$ cat src/rtl/mem_arbiter.sv
// Two-master (fetch/data) to one-slave memory arbiter with per-transaction response timeout.
// Define MEM_ARB_ROUND_ROBIN_EN for round-robin contention; otherwise data has fixed priority.
module mem_arbiter #(
  parameter int unsigned TIMEOUT_CYCLES = 255
) (
  input  logic        clk,
  input  logic        reset,
  input  logic        i_valid,
  input  logic [31:0] i_addr,
  output logic        i_ready,
  output logic [31:0] i_rdata,
  output logic        i_err,
  input  logic        d_valid,
  input  logic [31:0] d_addr,
  input  logic [31:0] d_wdata,
  input  logic [3:0]  d_wstrb,
  output logic        d_ready,
  output logic [31:0] d_rdata,
  output logic        d_err,
  output logic        mem_valid,
  output logic        mem_instr,
  output logic [31:0] mem_addr,
  output logic [31:0] mem_wdata,
  output logic [3:0]  mem_wstrb,
  input  logic        mem_ready,
  input  logic [31:0] mem_rdata
);

  localparam int unsigned CNT_W = (TIMEOUT_CYCLES == 0) ? 1 : $clog2(TIMEOUT_CYCLES + 1);
  localparam logic [CNT_W-1:0] CNT_LIM = CNT_W'(TIMEOUT_CYCLES);
  localparam logic [CNT_W-1:0] CNT_MAX = '1;

  typedef enum logic [1:0] {IDLE, BUSY, RESP} state_e;

  state_e           state_q;
  logic             last_grant_q;  // 1 = data, 0 = fetch
  logic [CNT_W-1:0] cnt_q;
  logic             grant_d_c;
  logic             timeout_c;
  logic [31:0]      resp_rdata_c;

  // Contention resolution between the two requesters
  always_comb begin
    grant_d_c = 1'b0;
`ifdef MEM_ARB_ROUND_ROBIN_EN
    grant_d_c = d_valid && (!i_valid || !last_grant_q);
`else
    grant_d_c = d_valid;
`endif
  end

  assign timeout_c    = (TIMEOUT_CYCLES != 0) && (cnt_q == CNT_LIM);
  assign resp_rdata_c = mem_ready ? mem_rdata : 32'h0;

  always_ff @(posedge clk) begin
    if (reset) begin
      state_q      <= IDLE;
      last_grant_q <= 1'b1;
      cnt_q        <= '0;
      mem_valid    <= 1'b0;
      mem_instr    <= 1'b0;
      mem_addr     <= 32'h0;
      mem_wdata    <= 32'h0;
      mem_wstrb    <= 4'h0;
      i_ready      <= 1'b0;
      i_rdata      <= 32'h0;
      i_err        <= 1'b0;
      d_ready      <= 1'b0;
      d_rdata      <= 32'h0;
      d_err        <= 1'b0;
    end else begin
      i_ready <= 1'b0;
      d_ready <= 1'b0;
      case (state_q)
        IDLE: begin
          if (i_valid || d_valid) begin
            state_q      <= BUSY;
            mem_valid    <= 1'b1;
            mem_instr    <= !grant_d_c;
            last_grant_q <= grant_d_c;
            cnt_q        <= '0;
            if (grant_d_c) begin
              mem_addr  <= d_addr;
              mem_wdata <= d_wdata;
              mem_wstrb <= d_wstrb;
            end else begin
              mem_addr  <= i_addr;
              mem_wdata <= 32'h0;
              mem_wstrb <= 4'h0;
            end
          end
        end
        BUSY: begin
          // mem_ready takes precedence over a coincident timeout
          if (mem_ready || timeout_c) begin
            state_q   <= RESP;
            mem_valid <= 1'b0;
            if (last_grant_q) begin
              d_ready <= 1'b1;
              d_rdata <= resp_rdata_c;
              d_err   <= !mem_ready;
            end else begin
              i_ready <= 1'b1;
              i_rdata <= resp_rdata_c;
              i_err   <= !mem_ready;
            end
          end else if (cnt_q != CNT_MAX) begin
            cnt_q <= cnt_q + CNT_W'(1);
          end
        end
        RESP:    state_q <= IDLE;
        default: state_q <= IDLE;
      endcase
    end
  end

endmodule
$ cat config.mk
export PLATFORM = sky130hd
export DESIGN_NAME = mem_arbiter
export DESIGN_NICKNAME = d
export VERILOG_FILES = /design/src/rtl/mem_arbiter.sv
export SDC_FILE = /design/constraint.sdc
export NUM_CORES = 1
export LEC_CHECK = 0
export BUFFER_PORTS_ARGS = -buffer_cell sky130_fd_sc_hd__buf_4
export CORE_ASPECT_RATIO = 1.25
export CORE_MARGIN = 2
export CORE_UTILIZATION = 40
export CTS_CLUSTER_DIAMETER = 60
export CTS_CLUSTER_SIZE = 16
export DETAILED_ROUTE_END_ITERATION = 6
export HOLD_SLACK_MARGIN = 0.03
export PLACE_DENSITY = 0.75
export SETUP_SLACK_MARGIN = 0.4
export SYNTH_ARGS = -nofsm -noshare
export SYNTH_HDL_FRONTEND = slang
export SYNTH_SLANG_ARGS = --single-unit
export TNS_END_PERCENT = 20
$ cat constraint.sdc
create_clock -name clk -period 1.6 [get_ports clk]
set_input_delay 0.08 -clock clk [delete_from_list [all_inputs] [get_ports clk]]
set_output_delay 0.08 -clock clk [all_outputs]
set_load 0.02 [all_outputs]
==> metrics, run 1 <==
Post-Route WL 21700 um; pin count of the biggest net entering global routing 78; DP HPWL 11100 um; Hold Worst Slack 0.0884 ns; maximum vdd drop 637 uV; clock buffers created by TritonCTS 17; Min-Delay Startpoint mem_ready; number of sinks handled by clock tree synthesis 149; Post-synth EDFFs 0; largest fanout of any net on the critical path 5; average detailed-routed wire length per instance 20.4 um; Chip Width 106 um; number of cells in the finished layout apart from fillers 1061; antenna viol nets, final 0; fraction of the yosys area taken by sequential cells 57.5%; library cell with the highest instance count after synthesis sky130_fd_sc_hd__dfxtp_1; clock transition time at the flip-flop clock pins of the worst setup and hold paths 0.06 ns; Psw 2.70 mW; number of placement rows 46; layout net count 1019; vertical die dimension 131 um; number of global-route vias before repair 6180; first-pass GRT wire length 32300 um; WP data required 1.92 ns; setup slack after placement -0.150 ns; flop and latch count out of synthesis 149; initial cell density of the core 41.0%; CTS root buffer sky130_fd_sc_hd__clkbuf_16; Syn Area/Cell 11.1 um2; GP Congestion 0.835; number of vias after detailed routing 6057; Final Cycle Share 97.7%; Final Instance Area 9820 um2; static leakage 4.25 nW; normalized max-slew margin 8.51%; total routing resource utilization after global routing 29.3%; Post-Synthesis Net Count 606; share of final-layout standard cells stronger than drive strength 1 41.8%; residual DRC count 17; CTS Buffer Depth 2; Worst Hold Depth 4; TritonCTS clock tree built; async set or reset register ratio after synthesis 0%; category of the worst setup path launch point flop; # IOs 275; layout overhead on the synthesized area 89.3%; final cell utilization of the core 77.6%; length in cells of the worst reg-to-reg path 4; arrival time of the worst setup path 1.89 ns; total instance count after detailed placement 877; area leader, netlist sky130_fd_sc_hd__dfxtp_1; Post-Place Cell Area 7430 um2; count of different cell masters after synthesis 45; netlist area before placement 5190 um2; number of max-slew violations in the final report 0; Post-Route Skew 0.00765 ns; result of the run finished, violations left; Post-Synthesis Cells 468; minimum setup slack among reg-to-reg paths 0.04 ns; cell internal pwr 7.72 mW; top cell types by occurrence after synthesis sky130_fd_sc_hd__dfxtp_1 (149), sky130_fd_sc_hd__nor2_1 (73), sky130_fd_sc_hd__a32o_1 (64); top cell type's share of synthesized area 57.5%; Flop pwr share 38.6%; Port Buf Inserts 274; maximum clock rate 640 MHz; initial drt markers 594; iteration count of the initial detailed-routing pass 7; RSZ-0062 raised after global routing yes; relative contribution of the clock network to total power 42.7%; failing checks DRC; proportion of total power due to net switching 25.9%; mean number of vias per cell 5.71; die footprint 13900 um2; fill cell count 741; endpoint of the worst register-to-register path cnt_q[6]$_SDFFE_PP0P_; Yosys warnings 0; number of H-tree levels 4; top cells by area in the synthesized netlist sky130_fd_sc_hd__dfxtp_1 (57%), sky130_fd_sc_hd__a32o_1 (12%), sky130_fd_sc_hd__a222oi_1 (6.2%); transition time of the tightest slew-check pin 1.37 ns; diode count 0; worst hold-check path type primary input to flop; Hold Violations, Final 0; Clock Latency Late Sink 0.41 ns; Critical Path Sink Type flop; global route overflow 0; Core Region 12700 um2; crit path kind flop to flop; final period demand of the worst path 1.56 ns; initial antenna violation count 0; max-cap violations 0; most used flip-flop cell after synthesis sky130_fd_sc_hd__dfxtp_1; proportion of power drawn by combinational gates 18.7%; power per standard cell area 1060 nW/um2; WHS Endpoint cnt_q[4]$_SDFFE_PP0P_; launching point of the worst reg2reg path state_q[1]$_SDFFE_PP0P_; slack of the critical path 0.0366 ns; Final setup violation count 0
==> area by class of cell <==
class | instances | area [um2] | share of cell area (%)
clock buffers | 18 | 439 | 4.47
clock inverters | 13 | 219 | 2.23
inverters | 2 | 7.51 | 0.0764
multi-input cells | 271 | 2120 | 21.6
flip-flops and latches | 149 | 3000 | 30.5
well taps | 168 | 210 | 2.14
repair buffers | 440 | 3830 | 39.0
==> how the worst max path moves through the flow <==
stage | startpoint | slack, ns | endpoint
finish | state_q[1]$_SDFFE_PP0P_ | 0.04 | cnt_q[6]$_SDFFE_PP0P_
detailed placement | state_q[1]$_SDFFE_PP0P_ | -0.15 | d_rdata[8]$_SDFFE_PP0P_
floorplan | cnt_q[1]$_SDFFE_PP0P_ | 0.21 | i_rdata[0]$_SDFFE_PP0P_
global route | cnt_q[6]$_SDFFE_PP0P_ | -0.008 | i_rdata[9]$_SDFFE_PP0P_
global placement | state_q[1]$_SDFFE_PP0P_ | -0.07 | d_rdata[7]$_SDFFE_PP0P_
CTS | cnt_q[0]$_SDFFE_PP0P_ | 0.11 | d_rdata[7]$_SDFFE_PP0P_
==> power groups by stage <==
stage	clock, mW	combinational [mW]	sequential, mW
floorplan	0	0.543	4.29
global placement	0	1.41	4.08
detailed placement	0	1.45	4.08
CTS	4.48	1.81	4.01
global route	4.67	2.04	4.04
finish	4.45	1.95	4.02
==> routing by layer <==
layer | wire (um) | up-vias | share of wire, % | GRT usage (%)
met5 | 0 | - | 0 | 0
met4 | 961 | 0 | 4.4 | 15.6
met3 | 1970 | 87 | 9.1 | 7.64
met2 | 11000 | 415 | 51 | 50.8
met1 | 7780 | 2873 | 36 | 32.6
li1 | - | 2682 | - | -
==> worst max-delay path: stages, from the launching register on <==
cell                      delay [ns]
sky130_fd_sc_hd__dfxtp_2        0.34
sky130_fd_sc_hd__buf_4          0.14
sky130_fd_sc_hd__or3b_4         0.41
sky130_fd_sc_hd__or4_1          0.43
sky130_fd_sc_hd__a31oi_1        0.17
==> logic make-up after synthesis <==
logic type / count (synthesis) / synth area share, %
and+or+nand+nor: 108 / 9.86
AOI/OAI and AO/OA: 158 / 27.5
muxes: 1 / 0.193
buffers and inverters: 51 / 4.75
DFF: 149 / 57.5
adders and majority gates: 1 / 0.241
==> cells in the final DEF, fill, tap and decap left out, types with 2 or more instances in the layout <==
cell,count
sky130_fd_sc_hd__clkbuf_16,19
sky130_fd_sc_hd__a21oi_4,5
sky130_fd_sc_hd__a22oi_1,35
sky130_fd_sc_hd__buf_6,8
sky130_fd_sc_hd__inv_6,5
sky130_fd_sc_hd__a21oi_1,6
sky130_fd_sc_hd__o21ai_4,2
sky130_fd_sc_hd__inv_1,2
sky130_fd_sc_hd__o211ai_1,2
sky130_fd_sc_hd__nor3b_2,2
sky130_fd_sc_hd__a21oi_2,2
sky130_fd_sc_hd__nor3_1,3
sky130_fd_sc_hd__a31oi_1,2
sky130_fd_sc_hd__dfxtp_4,2
sky130_fd_sc_hd__dlygate4sd3_1,134
sky130_fd_sc_hd__nand2_1,4
sky130_fd_sc_hd__and2_4,2
sky130_fd_sc_hd__dfxtp_1,141
sky130_fd_sc_hd__and2_1,2
sky130_fd_sc_hd__buf_4,286
sky130_fd_sc_hd__dfxtp_2,6
sky130_fd_sc_hd__buf_12,8
sky130_fd_sc_hd__nor2_1,72
sky130_fd_sc_hd__a222oi_1,32
sky130_fd_sc_hd__a211oi_1,2
sky130_fd_sc_hd__nand4_1,2
sky130_fd_sc_hd__nand3_1,6
sky130_fd_sc_hd__a32o_1,64
sky130_fd_sc_hd__bufinv_16,5
sky130_fd_sc_hd__nor2_4,2
sky130_fd_sc_hd__clkinv_4,2
==> through the flow <==
stage / power (mW) / TNS [ns]
floorplan: 4.83 / 0
global placement: 5.49 / -3.59
detailed placement: 5.54 / -7.24
CTS: 10.3 / 0
global route: 10.7 / -0.00965
finish: 10.4 / 0
==> what timing repair did <==
| action | in CTS | in global routing |
|---|---|---|
| cloned | 4 | 2 |
| buffers inserted | 12 | 1 |
| endpoints found under the setup margin | 149 | 149 |
| hold endpoints to repair | 135 | 0 |
| resized for setup | 20 | 25 |
| hold buffers | 134 | 0 |
| pin swaps | 10 | 9 |
==> registers in the layout (all words and copies together), names as in the netlist <==
name / cells
cnt_q: 8
d_err: 1
d_rdata: 32
d_ready: 1
i_err: 1
i_rdata: 32
i_ready: 1
last_grant_q: 1
mem_addr: 32
mem_instr: 1
mem_valid: 1
mem_wdata: 32
mem_wstrb: 4
state_q: 2
(Power assumes the default switching activity.)
==> run 2, diff against run 1 <==
- CORE_ASPECT_RATIO: 1.25 -> default
- GPL_ROUTABILITY_DRIVEN: default -> 1
==> run 2 against run 1 <==
The flow still finishes with violations (DRC). Combinational power decreased by 3%. Power decreased by 4.9%. Fmax decreased by 0.91%. Clock skew decreased by 0.0026 ns. Flip-flop and latch count unchanged. Critical path depth increased by 3.
==> metrics, run 2 (synthesis results as in run 1) <==
most frequent cells in the layout sky130_fd_sc_hd__buf_4 (287), sky130_fd_sc_hd__dfxtp_1 (142), sky130_fd_sc_hd__dlygate4sd3_1 (136), sky130_fd_sc_hd__nor2_1 (71), sky130_fd_sc_hd__a32o_1 (63) (was sky130_fd_sc_hd__buf_4 (286), sky130_fd_sc_hd__dfxtp_1 (141), sky130_fd_sc_hd__dlygate4sd3_1 (134), sky130_fd_sc_hd__nor2_1 (72), sky130_fd_sc_hd__a32o_1 (64)); Hold Violations, Final 0 (unchanged); total routing resource utilization after global routing 28.6% (was 29.3%); layout net count 1017 (was 1019); clock transition time at the flip-flop clock pins of the worst setup and hold paths 0.06 ns (about the same); worst stage delay on the critical path 0.41 ns (was 0.43 ns); failing checks DRC (unchanged); WL met2 10500 um (was 11000 um); Port Buf Inserts 274 (unchanged); crit path kind flop to flop (unchanged); number of placement rows 41 (was 46); final period demand of the worst path 1.58 ns (was 1.56 ns); Final Cycle Share 98.6% (was 97.7%); Post-Route Setup TNS 0 ns (unchanged); share of final-layout standard cells stronger than drive strength 1 41.2% (was 41.8%); Psw 2.53 mW (was 2.70 mW); mean number of vias per cell 5.66 (was 5.71); GP Congestion 0.787 (was 0.835); Final setup violation count 0 (unchanged); die footprint 13900 um2 (about the same); relative contribution of the clock network to total power 40.1% (was 42.7%); cell at the slowest stage of the critical path sky130_fd_sc_hd__or3b_4 (was sky130_fd_sc_hd__or4_1); max-cap violations 0 (unchanged); maximum clock rate 634 MHz (was 640 MHz); Hold Worst Slack 0.0527 ns (was 0.0884 ns); power per standard cell area 1020 nW/um2 (was 1060 nW/um2); residual DRC count 16 (was 17); minimum setup slack among reg-to-reg paths 0.02 ns (was 0.04 ns); number of max-slew violations in the final report 0 (unchanged); transition time of the tightest slew-check pin 0.574 ns (was 1.37 ns); clock buffers created by TritonCTS 17 (unchanged); result of the run finished, violations left (unchanged); worst path cell trace buf_6, or3b_4, nor2_4, buf_12, buf_12, a222oi_1, nor2_1 (was buf_4, or3b_4, or4_1, a31oi_1); number of sinks handled by clock tree synthesis 149 (unchanged); layout overhead on the synthesized area 87.4% (was 89.3%); first-pass GRT wire length 31700 um (was 32300 um); iteration count of the initial detailed-routing pass 7 (unchanged); total routed wire length on the met1 layer 7890 um (was 7780 um); Post-Route Skew 0.00506 ns (was 0.00765 ns); number of global-route vias before repair 6292 (was 6180); largest fanout of any net on the critical path 8 (was 5); # IOs 275 (unchanged); number of vias after detailed routing 6013 (was 6057); proportion of total power due to net switching 25.6% (was 25.9%); Flop pwr share 40.6% (was 38.6%); total power 9.90 mW (was 10.4 mW); proportion of power drawn by combinational gates 19.2% (was 18.7%); average detailed-routed wire length per instance 19.8 um (was 20.4 um); TritonCTS clock tree built (unchanged); Chip Width 118 um (was 106 um); static leakage 4.21 nW (was 4.25 nW); antenna viol nets, final 0 (unchanged); number of H-tree levels 4 (unchanged); arrival time of the worst setup path 1.91 ns (was 1.89 ns); Clock Latency Late Sink 0.42 ns (was 0.41 ns); cell internal pwr 7.37 mW (was 7.72 mW); global route overflow 0 (unchanged); initial drt markers 711 (was 594); RSZ-0062 raised after global routing yes (unchanged); category of the worst setup path launch point flop (unchanged); pin count of the biggest net entering global routing 74 (was 78); initial cell density of the core 41.0% (about the same); final cell utilization of the core 76.8% (was 77.6%); Post-Route WL 21100 um (was 21700 um); detailed-routed wire length on met3 1780 um (was 1970 um); most common cell after layout, fill and taps aside sky130_fd_sc_hd__buf_4 (unchanged); total instance count after detailed placement 885 (was 877); Critical Path Sink Type flop (unchanged); worst hold-check path type primary input to flop (unchanged); initial antenna violation count 1 (was 0); Core Region 12700 um2 (about the same); DP HPWL 11000 um (was 11100 um); CTS root buffer sky130_fd_sc_hd__clkbuf_16 (unchanged); maximum vdd drop 651 uV (was 637 uV); WP data required 1.93 ns (was 1.92 ns); highest metal layer with signal wires met4 (unchanged); CTS Buffer Depth 2 (unchanged); vertical die dimension 118 um (was 131 um); Most Frequent Cell on Critical Path sky130_fd_sc_hd__buf_12; normalized max-slew margin 61.7% (was 8.51%); number of cells in the finished layout apart from fillers 1063 (was 1061)
run 2: layer usage:
layer	track usage, %	vias to the layer above
li1	-	2675
met5	0	-
met2	48.8	393
met3	8.38	78
met1	31.3	2867
met4	17.6	0
run 2: final timing paths:
| kind | to | cells after the start | from |
|---|---|---|---|
| setup / recovery | mem_addr[3]$_SDFFE_PP0P_ | 7 | state_q[1]$_SDFFE_PP0P_ |
| hold / removal | mem_addr[23]$_SDFFE_PP0P_ | 2 | reset |
| setup reg to reg | mem_addr[3]$_SDFFE_PP0P_ | 7 | state_q[1]$_SDFFE_PP0P_ |
| hold reg to reg | i_rdata[23]$_SDFFE_PP0P_ | 1 | i_rdata[23]$_SDFFE_PP0P_ |
run 2: through the flow:
step,cell area [um2],setup slack (ns)
finish,9730,0.0223
global placement,7490,-0.0339
detailed placement,7490,-0.0890
floorplan,5240,0.213
global route,9730,-0.00970
CTS,9530,0.0763
run 2: power groups by stage:
| stage | clock, mW | sequential [mW] | combinational (mW) |
|---|---|---|---|
| after CTS | 4.01 | 4.01 | 1.77 |
| after floorplan | 0 | 4.29 | 0.543 |
| final | 3.98 | 4.02 | 1.90 |
| after detailed placement | 0 | 4.08 | 1.46 |
| after global routing | 4.18 | 4.04 | 2.00 |
| after global placement | 0 | 4.08 | 1.43 |
run 2: critical path: cells and delay by family (launching register included):
family | cells | cell delay (ns)
and+or+nand+nor | 3 | 0.71
AOI/OAI and AO/OA | 1 | 0.10
buffers and inverters | 3 | 0.37
DFF | 1 | 0.32
run 2: repair_timing:
item | 4_1_cts | 5_1_grt
hold buffers | 136 | 0
cloned | 2 | 4
buffers inserted | 3 | 2
endpoints found under the setup margin | 149 | 149
hold endpoints to repair | 135 | 0
resized for setup | 13 | 24
pin swaps | 6 | 70
run 2: final cells by class:
type | count | area, um2
timing repair buffer | 439 | 3820
sequential | 149 | 2990
fill | 754 | 2940
multi-input combinational | 270 | 2110
clock buffer | 20 | 457
tap | 172 | 215
clock inverter | 10 | 131
inverter | 2 | 7.51
antenna | 1 | 2.50
